`src/rtl/immgen_pipe_pkg.sv`:
```
// Shared immediate-format codes and widths for the pipelined immediate generator.
// Also reused by the control decoder to select immtype.
package immgen_pipe_pkg;

  localparam int IMMTYPE_W = 4;

  typedef enum logic [IMMTYPE_W-1:0] {
    IMM_I   = 4'b0000,
    IMM_S   = 4'b0001,
    IMM_B   = 4'b0010,
    IMM_U   = 4'b0011,
    IMM_J   = 4'b0100,
    IMM_Z   = 4'b0101,
    IMM_SH  = 4'b0110,
    IMM_CI  = 4'b1000,
    IMM_CJ  = 4'b1001,
    IMM_CB  = 4'b1010,
    IMM_CIW = 4'b1011
  } immtype_e;

endpackage

```
`src/rtl/immgen_pipe_if.sv`:
```
// Request/result handshake bundle between decode, the immediate generator and execute.
// The master side issues instructions and consumes immediates; the slave side is immgen_pipe.
interface immgen_pipe_if #(
  parameter int XLEN  = 32,
  parameter int TAG_W = 32
) ();
  import immgen_pipe_pkg::*;

  logic                 in_valid;
  logic                 in_ready;
  logic [31:0]          inst;
  logic [IMMTYPE_W-1:0] immtype;
  logic [TAG_W-1:0]     in_tag;

  logic                 out_valid;
  logic                 out_ready;
  logic [XLEN-1:0]      imm;
  logic [TAG_W-1:0]     out_tag;
  logic                 illegal;

  modport master (
    output in_valid, inst, immtype, in_tag, out_ready,
    input  in_ready, out_valid, imm, out_tag, illegal
  );

  modport slave (
    input  in_valid, inst, immtype, in_tag, out_ready,
    output in_ready, out_valid, imm, out_tag, illegal
  );

endinterface

```
`src/rtl/immgen_pipe_skid.sv`:
```
// Generic 2-entry skid buffer: registered in_ready, output held stable under backpressure.
// Occupancy: main | skid | meaning -> 0|0 empty, 1|0 one beat, 1|1 full (in_ready low).
module immgen_skid #(
  parameter int W = 8
) (
  input  logic         clk,
  input  logic         rst_n,
  input  logic         in_valid,
  output logic         in_ready,
  input  logic [W-1:0] in_data,
  output logic         out_valid,
  input  logic         out_ready,
  output logic [W-1:0] out_data
);

  logic         main_valid;
  logic         skid_valid;
  logic         in_ready_q;
  logic [W-1:0] main_data;
  logic [W-1:0] skid_data;
  logic         in_fire;
  logic         main_free;

  assign in_fire   = in_valid & in_ready_q;
  assign main_free = ~main_valid | out_ready;

  always_ff @(posedge clk) begin
    if (!rst_n) begin
      main_valid <= 1'b0;
      skid_valid <= 1'b0;
      in_ready_q <= 1'b1;
      main_data  <= '0;
      skid_data  <= '0;
    end else if (main_free) begin
      // in_ready is low whenever skid is full, so skid refill and input accept never collide
      if (skid_valid) begin
        main_data  <= skid_data;
        main_valid <= 1'b1;
        skid_valid <= 1'b0;
        in_ready_q <= 1'b1;
      end else begin
        main_valid <= in_fire;
        if (in_fire) main_data <= in_data;
      end
    end else if (in_fire) begin
      skid_data  <= in_data;
      skid_valid <= 1'b1;
      in_ready_q <= 1'b0;
    end
  end

  assign in_ready  = in_ready_q;
  assign out_valid = main_valid;
  assign out_data  = main_data;

endmodule

```
`src/rtl/immgen_pipe.sv`:
```
// Pipelined immediate generator: combinational format mux into a 2-entry skid buffer.
// Define IMMGEN_RVC_EN to add the compressed CI/CJ/CB/CIW formats; otherwise those codes are illegal.
module immgen_pipe
  import immgen_pipe_pkg::*;
#(
  parameter int XLEN  = 32,
  parameter int TAG_W = 32
) (
  input logic          clk,
  input logic          rst_n,
  immgen_pipe_if.slave bus
);

  localparam int PW = XLEN + TAG_W + 1;

  logic [31:0]     inst;
  logic [63:0]     ext;
  logic            bad;
  logic [PW-1:0]   pay_in;
  logic [PW-1:0]   pay_out;

  assign inst = bus.inst;

  // Build every format at 64 bits, then keep the low XLEN bits
  always_comb begin
    ext = '0;
    bad = 1'b0;
    case (bus.immtype)
      IMM_I:  ext = {{52{inst[31]}}, inst[31:20]};
      IMM_S:  ext = {{52{inst[31]}}, inst[31:25], inst[11:7]};
      IMM_B:  ext = {{51{inst[31]}}, inst[31], inst[7], inst[30:25], inst[11:8], 1'b0};
      IMM_U:  ext = {{32{inst[31]}}, inst[31:12], 12'b0};
      IMM_J:  ext = {{43{inst[31]}}, inst[31], inst[19:12], inst[20], inst[30:21], 1'b0};
      IMM_Z:  ext = {59'b0, inst[19:15]};
      IMM_SH: begin
        if (XLEN == 64) ext = {58'b0, inst[25:20]};
        else            ext = {59'b0, inst[24:20]};
      end
`ifdef IMMGEN_RVC_EN
      IMM_CI:  ext = {{58{inst[12]}}, inst[12], inst[6:2]};
      IMM_CJ:  ext = {{52{inst[12]}}, inst[12], inst[8], inst[10:9], inst[6], inst[7],
                      inst[2], inst[11], inst[5:3], 1'b0};
      IMM_CB:  ext = {{55{inst[12]}}, inst[12], inst[6:5], inst[2], inst[11:10], inst[4:3], 1'b0};
      IMM_CIW: ext = {54'b0, inst[10:7], inst[12:11], inst[5], inst[6], 2'b00};
`endif
      default: begin
        ext = '0;
        bad = 1'b1;
      end
    endcase
  end

`ifdef IMMGEN_RVC_EN
  logic unused_bits;
  assign unused_bits = ^{inst[1:0], ext[63:XLEN-1]};
`else
  logic unused_bits;
  assign unused_bits = ^{inst[6:0], ext[63:XLEN-1]};
`endif

  assign pay_in = {bad, ext[XLEN-1:0], bus.in_tag};

  immgen_skid #(.W(PW)) u_skid (
    .clk       (clk),
    .rst_n     (rst_n),
    .in_valid  (bus.in_valid),
    .in_ready  (bus.in_ready),
    .in_data   (pay_in),
    .out_valid (bus.out_valid),
    .out_ready (bus.out_ready),
    .out_data  (pay_out)
  );

  assign bus.illegal = pay_out[PW-1];
  assign bus.imm     = pay_out[PW-2 -: XLEN];
  assign bus.out_tag = pay_out[TAG_W-1:0];

endmodule
```
`src/flat_wrapper.sv`:
```
// flat-port wrapper written by rule: the top's interface ports become plain ports
module immgen_pipe_flat import immgen_pipe_pkg::*;
#(
  parameter int XLEN  = 32,
  parameter int TAG_W = 32
)
  (clk, rst_n, bus_in_valid, bus_inst, bus_immtype, bus_in_tag, bus_out_ready, bus_in_ready, bus_out_valid, bus_imm, bus_out_tag, bus_illegal);
  immgen_pipe_if #(.XLEN(XLEN), .TAG_W(TAG_W)) bus_i ();
  input logic clk;
  input logic rst_n;
  input wire logic [$bits(bus_i.in_valid)-1:0] bus_in_valid;
  input wire logic [$bits(bus_i.inst)-1:0] bus_inst;
  input wire logic [$bits(bus_i.immtype)-1:0] bus_immtype;
  input wire logic [$bits(bus_i.in_tag)-1:0] bus_in_tag;
  input wire logic [$bits(bus_i.out_ready)-1:0] bus_out_ready;
  output wire logic [$bits(bus_i.in_ready)-1:0] bus_in_ready;
  output wire logic [$bits(bus_i.out_valid)-1:0] bus_out_valid;
  output wire logic [$bits(bus_i.imm)-1:0] bus_imm;
  output wire logic [$bits(bus_i.out_tag)-1:0] bus_out_tag;
  output wire logic [$bits(bus_i.illegal)-1:0] bus_illegal;
  assign bus_i.in_valid = bus_in_valid;
  assign bus_i.inst = bus_inst;
  assign bus_i.immtype = bus_immtype;
  assign bus_i.in_tag = bus_in_tag;
  assign bus_i.out_ready = bus_out_ready;
  assign bus_in_ready = bus_i.in_ready;
  assign bus_out_valid = bus_i.out_valid;
  assign bus_imm = bus_i.imm;
  assign bus_out_tag = bus_i.out_tag;
  assign bus_illegal = bus_i.illegal;
  immgen_pipe #(.XLEN(XLEN), .TAG_W(TAG_W)) u_core (.clk(clk), .rst_n(rst_n), .bus(bus_i));
endmodule
```
`config.mk`:
```
export PLATFORM = sky130hd
export DESIGN_NAME = immgen_pipe_flat
export DESIGN_NICKNAME = d
export VERILOG_FILES = /design/src/rtl/immgen_pipe_pkg.sv /design/src/rtl/immgen_pipe_if.sv /design/src/rtl/immgen_pipe_skid.sv /design/src/rtl/immgen_pipe.sv /design/src/flat_wrapper.sv
export SDC_FILE = /design/constraint.sdc
export NUM_CORES = 1
export LEC_CHECK = 0
export BUFFER_PORTS_ARGS = -buffer_cell sky130_fd_sc_hd__buf_2
export CAP_MARGIN = 10
export CORE_MARGIN = 5
export CORE_UTILIZATION = 45
export CTS_CLUSTER_DIAMETER = 60
export DETAILED_ROUTE_END_ITERATION = 7
export PLACE_DENSITY = 0.75
export SYNTH_ARGS = -nofsm -noshare
export SYNTH_HDL_FRONTEND = slang
export SYNTH_SLANG_ARGS = --single-unit
export TNS_END_PERCENT = 5
```
`constraint.sdc`:
```
create_clock -name clk -period 2.2 [get_ports clk]
set_clock_uncertainty 0.2 [all_clocks]
set_input_delay 0 -clock clk [delete_from_list [all_inputs] [get_ports clk]]
set_output_delay 0 -clock clk [all_outputs]
set_load 0.02 [all_outputs]
```
==> results of run 1 <==
cells by family (layout without fill, tap and decap cells):
family	count (synthesis)	after routing	synth area share [%]
DFF	133	133	44.3
AOI/OAI and AO/OA	227	227	24.1
buffers and inverters	78	259	6.64
muxes	39	39	6.49
adders and majority gates	1	1	0.187
and+or+nand+nor	212	212	18.3
layout by cell type (no fill, tap or decap), types with 3 or more instances in the layout:
master         instances
nand4bb_1              6
nand2_1               84
clkinvlp_4             3
a31oi_1               12
mux2i_1               39
inv_1                  6
a21oi_1               62
or4bb_1                4
a211oi_1              34
buf_2                131
o21ai_0               50
dlygate4sd3_1         65
nand4_1                9
buf_12                 3
nor2_1                66
clkbuf_1               3
dfxtp_1              131
buf_4                 21
a22oi_1               43
clkinv_4               3
nand3b_1               4
clkbuf_16             17
nand4b_1              19
o21ai_2               10
layout make-up:
class                           instances  area (µm²)  area share (%)
Clock buffer                           21         450            5.64
Clock inverter                         11         128            1.60
Inverter                                7        26.3           0.329
Multi-Input combinational cell        479        2970            37.2
Sequential cell                       133        2670            33.4
Tap cell                              176         220            2.76
Timing Repair Buffer                  220        1520            19.1
stage by stage:
step | instance area (µm²) | std cells | utilization, % | worst slack (ps)
2_1_floorplan | 6010 | 690 | - | 512
3_3_place_gp | 6740 | 949 | 51.1 | 421
3_5_place_dp | 6740 | 949 | 51.1 | 397
4_1_cts | 7980 | 1047 | 60.5 | 32.4
6_report | 7980 | 1047 | 60.5 | 126
5_1_grt | 7980 | 1047 | 60.5 | 34.5
flip-flops by register name, summed over array words and instances (netlist names):
name                      count
u_core.u_skid.out_valid       1
u_core.u_skid.in_ready        1
u_core.u_skid.skid_valid      1
u_core.u_skid.skid_data      65
u_core.u_skid.out_data       65
power by group through the flow:
| stage | clock, mW | combinational (mW) | sequential [mW] |
|---|---|---|---|
| after floorplan | 0 | 0.455 | 2.79 |
| after global placement | 0 | 0.875 | 2.65 |
| after detailed placement | 0 | 0.883 | 2.66 |
| after CTS | 2.81 | 0.981 | 2.61 |
| after global routing | 2.91 | 1.08 | 2.63 |
| final | 2.76 | 0.987 | 2.61 |
worst max path at each step:
stage                                         from                          end  slack, ps
after detailed placement   u_core.u_skid.out_valid  u_core.u_skid.skid_data[21]        400
after global routing      u_core.u_skid.skid_valid   u_core.u_skid.out_data[51]         30
after floorplan             u_core.u_skid.in_ready  u_core.u_skid.skid_data[39]        510
after global placement    u_core.u_skid.skid_valid   u_core.u_skid.out_data[32]        420
final                               bus_immtype[3]   u_core.u_skid.out_data[51]        130
after CTS                  u_core.u_skid.out_valid  u_core.u_skid.skid_data[63]         30
worst register-to-register path, cell delays in order, from the launching register on:
cell	delay, ps
dfxtp_2	400
a311oi_2	360
buf_4	260
nand2_1	70
a31oi_1	140
dlygate4sd3_1	550
layer usage:
metal | vias up | global-route usage (%) | part of all wire [%]
li1 | 2850 | - | -
met1 | 2620 | 26.2 | 43
met2 | 203 | 34.2 | 49
met3 | 31 | 5.25 | 6.1
met4 | 0 | 6.63 | 1.7
met5 | - | 0 | 0
repair_timing:
item / in CTS / in global routing
endpoints found under the setup margin: 0 / 3
hold buffers: 66 / 0
setup buffers: 0 / 1
hold endpoints to repair: 132 / 0
resized for setup: 0 / 3
==> out/metrics.cfg, run 1 <==
[die]
die_y_um=126
die-width_um=126
coreArea_um2=13200
rows=42
io_pins=139
initial_core_util_pct=45.6
die_area_um2=15800

[detailed_routing]
via_count=5704
postRouteAntennaNets=0
wl_um=16500
routedWlPerCell_um=15.8
drc_errors=0
drt_iter0_drc=464
drt_pass1_iterations=6
vias_per_cell=5.45

[worst_hold_path]
worst_hold_path.num_cells=5
hold_start=bus_immtype[0]
holdPathEnd=u_core.u_skid.skid_data[55]
holdCritPathClass=input pin to flip-flop

[worst_setup_path]
cp_num_cells=7
cp-start-kind=input pin
worst_ep_required_time_ps=2360
crit_arrival_ps=2230
rr_startpoint=u_core.u_skid.skid_valid
cp-end-kind=flip-flop
r2r-end=u_core.u_skid.out_data[51]
critPathMaxFanout=13
reg2reg_depth=5
rrSetupSlack_ps=160
cp_slowest_stage_delay_ps=550
path_delay_family=buffers and inverters
critPathMostFrequentCell=dlygate4sd3_1
slowest_stage=dlygate4sd3_1
cp.buffers_inverters=4
path_cells=dlygate4sd3_1, buf_2, a311oi_2, buf_4, nand2_1, a31oi_1, dlygate4sd3_1
crit_type=input pin to flip-flop

[yosys]
yosys_warnings=0
syn_inst=690
syn_nets=762
netlist_area_um2=6010
synthTopCellsByArea=dfxtp_1 (44%), mux2i_1 (6.5%), a22oi_1 (5.4%), nand2_1 (5.2%), a21oi_1 (5.2%)
synth_most_common_cell=dfxtp_1
synthFlopType=dfxtp_1
avgSynthCellArea_um2=8.71
synth.distinct_cells=48
synth_area_leader_cell=dfxtp_1
ys_ff_latch=133
netlist.area_leader.share_pct=44.3
synthTopCellsByCount=dfxtp_1 (133), nand2_1 (84), nor2_1 (66)
synth_edf_count=0
yosysSeqAreaShare_pct=44.3
synthArstFlopShare_pct=0

[power_and_ir_drop]
p_int_mw=4.64
power.share.sequential_pct=41.1
power_mw=6.36
pwr-share-clk_pct=43.4
power_leakage_nw=3.11
powerDensity_nw_per_um2=797
switchingPower_mw=1.72
combPwrFrac_pct=15.5
swShare_pct=27.0
vdd_drop_max_mv=0.546

[global_route]
grt_start_max_net_pins=65
antenna_found_initial=0
grt_pass1_wl_um=27000
grt_usage_pct=20.6
grt_pass1_vias=5400
overflow=0

[timing]
drv_slew=0
max_freq_mhz=482
fin_crit_ps=2070
tns_ps=0
setup_viol=0
rsz0062_at_grt=no
hold_ws_ps=40.9
finalHoldViolations=0
worst_pin_slew_ps=907
slew_headroom_pct=39.3
fin_crit_sh_pct=94.3

[layout]
final_layout_size_suffix_gt1_share_pct=23.9
n_antenna_cell=0
areaGrowthSynthToFinish_pct=32.8
fillCellCount=1111
layout.nets=930

[place]
port_buffers=131
gp_congestion=0.807
hpwl_um=10400

[clock_tree]
ctsRootBufferMaster=clkbuf_16
clkLatencyLatePin_ps=410
cts_buffer_depth=2
cts.sinks=133
clk_pin_slew_ps=60
cts_tree=done
numCtsBuffers=17
htree_num_levels=4

[run]
cap_violations=0

[status]
status=completed

Power figures use the tool's default switching activity.
==> inputs of run 2 (changes only) <==
- ABC_AREA: unset -> 1
==> run 2 against run 1 <==
- combinational power shrank 6.5%
- die area shrank 8.2%
- synthesized cell count grew 8.3%
- clock power grew 6%
- utilization grew 3.8 points
- sequential cell count is the same
- critical path type unchanged
==> out/metrics.cfg, run 2 <==
[layout]
layout.nets=1009  ; was 930
post-route-util_pct=64.4  ; was 60.5%
fillCellCount=1014  ; was 1111
seq_area_um2=2660  ; was 2670 µm²
n_antenna_cell=0  ; unchanged
mostFrequentLayoutCell=nand2_1
post_layout_nonfiller_instances=1097  ; was 1047
stdcell_area_um2=7700  ; was 7980 µm²
multi_input_area_um2=2460  ; was 2970 µm²
final_layout_size_suffix_gt1_share_pct=19.9  ; was 23.9%
areaGrowthSynthToFinish_pct=40.6  ; was 32.8%
final_cell_mix=nand2_1 (155), dfxtp_1 (132), buf_2 (131)  ; was buf_2 (131), dfxtp_1 (131), nand2_1 (84)

[global_route]
grt_start_max_net_pins=67  ; was 65
grt_usage_pct=22.2  ; was 20.6%
grt_pass1_vias=5409  ; was 5400
overflow=0  ; unchanged
grt_pass1_wl_um=26300  ; was 27000 µm
antenna_found_initial=0  ; unchanged

[clock_tree]
cts_buffer_depth=2  ; unchanged
post_cts_buffers=0  ; unchanged
numCtsBuffers=17  ; unchanged
htree_num_levels=4  ; unchanged
cts_tree=done  ; unchanged
clk_pin_slew_ps=60  ; about the same
cts.sinks=133  ; unchanged
clkLatencyLatePin_ps=420  ; was 410 ps
ctsRootBufferMaster=clkbuf_16  ; unchanged

[yosys]
synth-simple-area-share_pct=20.0  ; was 18.3%
synth-xor-area-share_pct=0  ; unchanged
yosys_warnings=0  ; unchanged
synth_most_common_cell=nand2_1  ; was dfxtp_1
syn_inst=747  ; was 690
synth_area_leader_cell=dfxtp_1  ; unchanged
synth_compound_area_share_pct=24.8  ; was 24.1%
netlist.area_leader.share_pct=48.6  ; was 44.3%
synth.distinct_cells=24  ; was 48
synthArstFlopShare_pct=0  ; unchanged
netlist_area_um2=5480  ; was 6010 µm²
synth.area.mux_share_pct=0  ; was 6.49%
synth_edf_count=0  ; unchanged
ys_ff_latch=133  ; unchanged
yosys.area_share.adder_pct=0  ; was 0.187%
syn_nets=819  ; was 762
synth_top_family_by_area=compound AO/OA/AOI/OAI gates  ; unchanged
yosysSeqAreaShare_pct=48.6  ; was 44.3%
avgSynthCellArea_um2=7.33  ; was 8.71 µm²
synthTopCellsByCount=nand2_1 (155), dfxtp_1 (133), o21ai_0 (126)  ; was dfxtp_1 (133), nand2_1 (84), nor2_1 (66)
synthTopCellsByArea=dfxtp_1 (49%), o21ai_0 (12%), nand2_1 (11%), a21oi_1 (6.5%), nor2_1 (6.2%)  ; was dfxtp_1 (44%), mux2i_1 (6.5%), a22oi_1 (5.4%), nand2_1 (5.2%), a21oi_1 (5.2%)
synthFlopType=dfxtp_1  ; unchanged

[power_and_ir_drop]
powerDensity_nw_per_um2=845  ; was 797 nW/µm²
power_leakage_nw=3.62  ; was 3.11 nW
combPwrFrac_pct=14.2  ; was 15.5%
pwr-share-clk_pct=45.1  ; was 43.4%
vdd_drop_max_mv=0.887  ; was 0.546 mV
p_int_mw=4.86  ; was 4.64 mW
swShare_pct=25.2  ; was 27.0%
switchingPower_mw=1.64  ; was 1.72 mW
power.share.sequential_pct=40.7  ; was 41.1%

[timing]
fin_crit_sh_pct=95.9  ; was 94.3%
worst_pin_slew_ps=762  ; was 907 ps
rsz0062_at_grt=yes  ; was no
max_freq_mhz=474  ; was 482 MHz
drv_slew=0  ; unchanged
fin_crit_ps=2110  ; was 2070 ps
setup_viol=0  ; unchanged
finalHoldViolations=0  ; unchanged
slew_headroom_pct=49.2  ; was 39.3%

[detailed_routing]
via_count=5770  ; was 5704
wl_um=16000  ; was 16500 µm
routedWlPerCell_um=14.6  ; was 15.8 µm
vias_per_cell=5.26  ; was 5.45
drt_pass1_iterations=5  ; was 6
drc_errors=0  ; unchanged
postRouteAntennaNets=0  ; unchanged
drt_iter0_drc=498  ; was 464

[die]
die_y_um=120  ; was 126 µm
die_area_um2=14500  ; was 15800 µm²
die-width_um=120  ; was 126 µm
io_pins=139  ; unchanged
initial_core_util_pct=45.8  ; was 45.6%
coreArea_um2=12000  ; was 13200 µm²
rows=40  ; was 42

[worst_setup_path]
critPathMaxFanout=8  ; was 13
reg2reg_depth=8  ; was 5
slowest_stage=dlygate4sd3_1  ; unchanged
critPathMostFrequentCell=nand2_1  ; was dlygate4sd3_1
crit_arrival_ps=2260  ; was 2230 ps
cp-start-kind=input pin  ; unchanged
path_cells=dlygate4sd3_1, buf_2, nor2_2, nand2_1, nand2_1, nand2_1, a31oi_1, dlygate4sd3_1  ; was dlygate4sd3_1, buf_2, a311oi_2, buf_4, nand2_1, a31oi_1, dlygate4sd3_1
cp_slowest_stage_delay_ps=580  ; was 550 ps
worst_ep_required_time_ps=2350  ; was 2360 ps
crit_type=input pin to flip-flop  ; unchanged
cp-end-kind=flip-flop  ; unchanged

[worst_hold_path]
worst_hold_path.num_cells=4  ; was 5
holdCritPathClass=input pin to flip-flop  ; unchanged

[place]
placed_cells=977  ; was 949
gp_congestion=0.828  ; was 0.807
placed_area_um2=6170  ; was 6740 µm²
hpwl_um=8840  ; was 10400 µm
port_buffers=131  ; unchanged

[status]
status=completed  ; unchanged

[run]
cap_violations=0  ; unchanged

==> run 2: cell types whose count changed in the layout (fill, tap and decap cells not counted), sizes merged, moves of 13 or more <==
cell | before | now
mux2i | 39 | 0
a22oi | 43 | 0
a31oi | 12 | 51
nor2 | 67 | 94
nand3 | 1 | 14
o21ai | 62 | 132
nand2 | 84 | 160
buf | 155 | 142
nand4b | 20 | 0
dlygate4sd3 | 65 | 88
inv | 8 | 24
a211oi | 34 | 0
==> run 2: repair_timing <==
item	in CTS	in global routing
hold endpoints to repair	133	0
endpoints found under the setup margin	0	21
hold buffers	88	0
resized for setup	0	8
==> run 2: final timing paths <==
| check | startpoint | to | slack [ps] |
|---|---|---|---|
| setup / recovery | bus_immtype[2] | u_core.u_skid.skid_data[47] | 90 |
| hold / removal | bus_in_tag[6] | u_core.u_skid.skid_data[6] | 160 |
| setup reg to reg | u_core.u_skid.out_valid | u_core.u_skid.skid_data[13] | 90 |
| hold reg to reg | u_core.u_skid.skid_data[64] | u_core.u_skid.skid_data[64] | 260 |
==> run 2: logic make-up (layout without fill, tap and decap cells) <==
kind of cell / count (synthesis) / in the layout
flip-flops: 133 / 133
AO/OA/AOI/OAI: 257 / 257
buffers and inverters: 83 / 286
AND/OR/NAND/NOR: 274 / 274
==> run 2: power by group through the flow <==
stage / Clock, mW / Sequential (mW) / Combinational (mW)
6_report: 2.93 / 2.65 / 0.923
5_1_grt: 3.11 / 2.67 / 1.02
4_1_cts: 2.99 / 2.65 / 0.912
3_5_place_dp: 0 / 2.69 / 0.797
3_3_place_gp: 0 / 2.69 / 0.792
2_1_floorplan: 0 / 2.83 / 0.370
==> run 2: cell type report <==
type                       instances  area share (%)
tap                              147            2.39
timing repair buffer             230            21.8
sequential                       133            34.6
clock inverter                     9            1.59
inverter                          24            1.20
clock buffer                      23            6.47
multi-input combinational        531            31.9
==> run 2: layer usage <==
metal	share of wire [%]	wire, µm	track usage [%]	up-vias
li1	-	-	-	2914
met1	44	6990	28.6	2638
met2	47	7590	36.1	199
met3	7.5	1190	6.27	19
met4	1.3	212	6.87	0
met5	0	0	0	-
==> run 2: critical path: cells and delay by family <==
kind | cells | cell delay, ps
buffers and inverters | 3 | 1260
AOI/OAI and AO/OA | 1 | 200
and+or+nand+nor | 4 | 800
==> run 2: metrics by stage <==
stage	setup TNS [ps]	setup slack, ps	power, mW	hold slack [ps]
after floorplan	0	594	3.20	-65.1
after global placement	0	494	3.49	39.3
after detailed placement	0	444	3.49	43.6
after CTS	0	31.7	6.55	146
after global routing	-17.9	-10.2	6.79	174
final	0	89.7	6.51	163
==> inputs of run 3 (changes only) <==
- PLACE_DENSITY: 0.75 -> 0.74
- SLEW_MARGIN: unset -> 15
- SYNTH_HIERARCHICAL: unset -> 1
==> run 3 against run 2 <==
- highest routed layer unchanged
- synthesized cell count grew 47%
- count of clock-buffer cells in the layout decreased by 5
- worst hold slack worse by 130 ps
- critical endpoint is now u_core/u_skid/out_data[35]
- fmax up 15%
- clock power shrank 3%
- critical path depth grew 4
- sequential cell count did not move
==> out/metrics.cfg, run 3 <==
[status]
status=completed  ; unchanged

[power_and_ir_drop]
pwr-share-clk_pct=43.3  ; was 45.1%
powerDensity_nw_per_um2=769  ; was 845 nW/µm²
vdd_drop_max_mv=0.494  ; was 0.887 mV
power.share.sequential_pct=40.2  ; was 40.7%
combPwrFrac_pct=16.5  ; was 14.2%
p_int_mw=4.79  ; was 4.86 mW
power_mw=6.58  ; was 6.51 mW
switchingPower_mw=1.80  ; was 1.64 mW
swShare_pct=27.3  ; was 25.2%
power_leakage_nw=4.37  ; was 3.62 nW

[worst_setup_path]
cp-start-kind=input pin  ; unchanged
path_delay_family=buffers and inverters  ; unchanged
cp.buffers_inverters=4  ; was 3
crit_type=input pin to flip-flop  ; unchanged
slowest_stage=dlygate4sd3_1  ; unchanged
cp-end-kind=flip-flop  ; unchanged
path_cells=buf_2, nor2_2, buf_4, nand2_1, nand3_2, nand2_1, nand2_1, dlygate4sd3_1, inv_1, o21ai_0, nor2_1, nor2_1  ; was dlygate4sd3_1, buf_2, nor2_2, nand2_1, nand2_1, nand2_1, a31oi_1, dlygate4sd3_1
worst_ep_required_time_ps=2350  ; about the same
critPathMostFrequentCell=nand2_1  ; unchanged
critPathMaxFanout=12  ; was 8
crit_arrival_ps=1980  ; was 2260 ps
cp_slowest_stage_delay_ps=540  ; was 580 ps

[detailed_routing]
via_count=6425  ; was 5770
postRouteAntennaNets=0  ; unchanged
vias_per_cell=4.40  ; was 5.26
drt_pass1_iterations=5  ; unchanged
drt_iter0_drc=392  ; was 498
wl_um=15500  ; was 16000 µm
drc_errors=0  ; unchanged
routedWlPerCell_um=10.6  ; was 14.6 µm

[worst_hold_path]
holdCritPathClass=input pin to flip-flop  ; unchanged

[yosys]
yosys_warnings=6  ; was 0
synthTopCellsByCount=nand2_1 (369), nor2_1 (279), inv_1 (147)  ; was nand2_1 (155), dfxtp_1 (133), o21ai_0 (126)
synthFlopType=dfxtp_1  ; unchanged
netlist_area_um2=6570  ; was 5480 µm²
synthArstFlopShare_pct=0  ; unchanged
syn_inst=1096  ; was 747
yosysSeqAreaShare_pct=40.5  ; was 48.6%
synth_edf_count=0  ; unchanged
syn_nets=1168  ; was 819
synthTopCellsByArea=dfxtp_1 (41%), nand2_1 (21%), nor2_1 (16%), inv_1 (8.4%), o21ai_0 (5.1%)  ; was dfxtp_1 (49%), o21ai_0 (12%), nand2_1 (11%), a21oi_1 (6.5%), nor2_1 (6.2%)
netlist.area_leader.share_pct=40.5  ; was 48.6%
synth.distinct_cells=22  ; was 24
avgSynthCellArea_um2=5.99  ; was 7.33 µm²
synth_area_leader_cell=dfxtp_1  ; unchanged
synth_most_common_cell=nand2_1  ; unchanged
ys_ff_latch=133  ; unchanged

[die]
rows=44  ; was 40
io_pins=139  ; unchanged
coreArea_um2=14400  ; was 12000 µm²
die_y_um=131  ; was 120 µm
die_area_um2=17100  ; was 14500 µm²
die-width_um=131  ; was 120 µm
initial_core_util_pct=45.5  ; was 45.8%

[timing]
tns_ps=0  ; unchanged
drv_slew=0  ; unchanged
worst_pin_slew_ps=488  ; was 762 ps
max_freq_mhz=547  ; was 474 MHz
fin_crit_ps=1830  ; was 2110 ps
setup_viol=0  ; unchanged
slew_headroom_pct=67.5  ; was 49.2%
fin_crit_sh_pct=83.1  ; was 95.9%
hold_ws_ps=31.0  ; was 163 ps
finalHoldViolations=0  ; unchanged
rsz0062_at_grt=no  ; was yes

[clock_tree]
cts_tree=done  ; unchanged
clk_pin_slew_ps=60  ; about the same
cts_buffer_depth=2  ; unchanged
ctsResizeCount=0  ; unchanged
ctsRootBufferMaster=clkbuf_16  ; unchanged
post_cts_buffers=0  ; unchanged
numCtsBuffers=17  ; unchanged
cts.sinks=133  ; unchanged
cts_hold_buf=68  ; was 88
clkLatencyLatePin_ps=410  ; was 420 ps
htree_num_levels=4  ; unchanged

[place]
gp_congestion=0.875  ; was 0.828
placed_area_um2=7290  ; was 6170 µm²
port_buffers=131  ; unchanged
hpwl_um=9600  ; was 8840 µm

[global_route]
grt_pass1_vias=5719  ; was 5409
overflow=0  ; unchanged
antenna_found_initial=0  ; unchanged
grt_usage_pct=18.4  ; was 22.2%
grt_start_max_net_pins=87  ; was 67
grt_pass1_wl_um=25600  ; was 26300 µm

[layout]
final_layout_size_suffix_gt1_share_pct=15.1  ; was 19.9%
final_cell_mix=nand2_1 (369), nor2_1 (278), inv_1 (147)  ; was nand2_1 (155), dfxtp_1 (132), buf_2 (131)
stdcell_area_um2=8570  ; was 7700 µm²
layout.nets=1335  ; was 1009
areaGrowthSynthToFinish_pct=30.4  ; was 40.6%
mostFrequentLayoutCell=nand2_1  ; unchanged
post-route-util_pct=59.4  ; was 64.4%
n_antenna_cell=0  ; unchanged

[run]
cap_violations=0  ; unchanged

run 3: cell types whose count changed after synthesis, sizes merged:
cell	previous run	this run
nand4	5	0
o21ai	132	73
a21boi	0	1
nor3	1	0
nor2	94	283
nand2	160	375
a21oi	72	0
a31oi	51	1
nand3	14	20
clkinv	0	1
inv	24	148
o211ai	2	1
buf	24	41
clkbuf	35	19
run 3: worst register-to-register path, delay by kind of cell (launching register included):
kind                   cells  cell delay, ps
buffers and inverters      1             440
flip-flops                 1             330
AND/OR/NAND/NOR            5             640
run 3: stage by stage:
step,instances,setup slack [ps]
floorplan,1096,622
global placement,1360,519
detailed placement,1360,473
finish,1460,372
global route,1460,189
CTS,1460,436
run 3: kinds of logic (layout without fill, tap and decap cells):
logic type	count (synthesis)	after routing	synth area share (%)
simple gates	678	678	39.9
compound gates	76	76	6.23
buf+inv	209	389	13.4
flops	133	133	40.5
run 3: path summary, 6_finish.rpt:
path | startpoint | to | slack, ps | depth (start not counted)
min reg2reg | u_core/u_skid/skid_data[27] | u_core/u_skid/skid_data[27] | 280 | 2
max | bus_immtype[3] | u_core/u_skid/out_data[35] | 370 | 12
min | bus_immtype[2] | u_core/u_skid/skid_data[60] | 30 | 8
max reg2reg | u_core/u_skid/out_valid | u_core/u_skid/skid_data[12] | 480 | 6
run 3: power groups by stage:
stage	logic [mW]	registers [mW]	clock network, mW
3_5_place_dp	0.992	2.70	0
2_1_floorplan	0.572	2.83	0
5_1_grt	1.23	2.67	3.03
6_report	1.08	2.65	2.85
4_1_cts	1.09	2.65	2.92
3_3_place_gp	0.983	2.69	0
run 3: final cells by class:
type	instances	area [µm²]
fillers	1396	5860
clock buffers	18	439
multi-input cells	754	3040
clock inverters	14	159
well taps	184	230
inverters	149	561
repair buffers	208	1470
flip-flops and latches	133	2670
run 3: per-layer routing:
metal	GRT usage, %	vias to the layer above	wire, µm
met1	23.5	2718	7330
met2	30.6	148	7160
met5	0	-	0
met4	6.78	0	270
met3	4.02	23	751
li1	-	3536	-
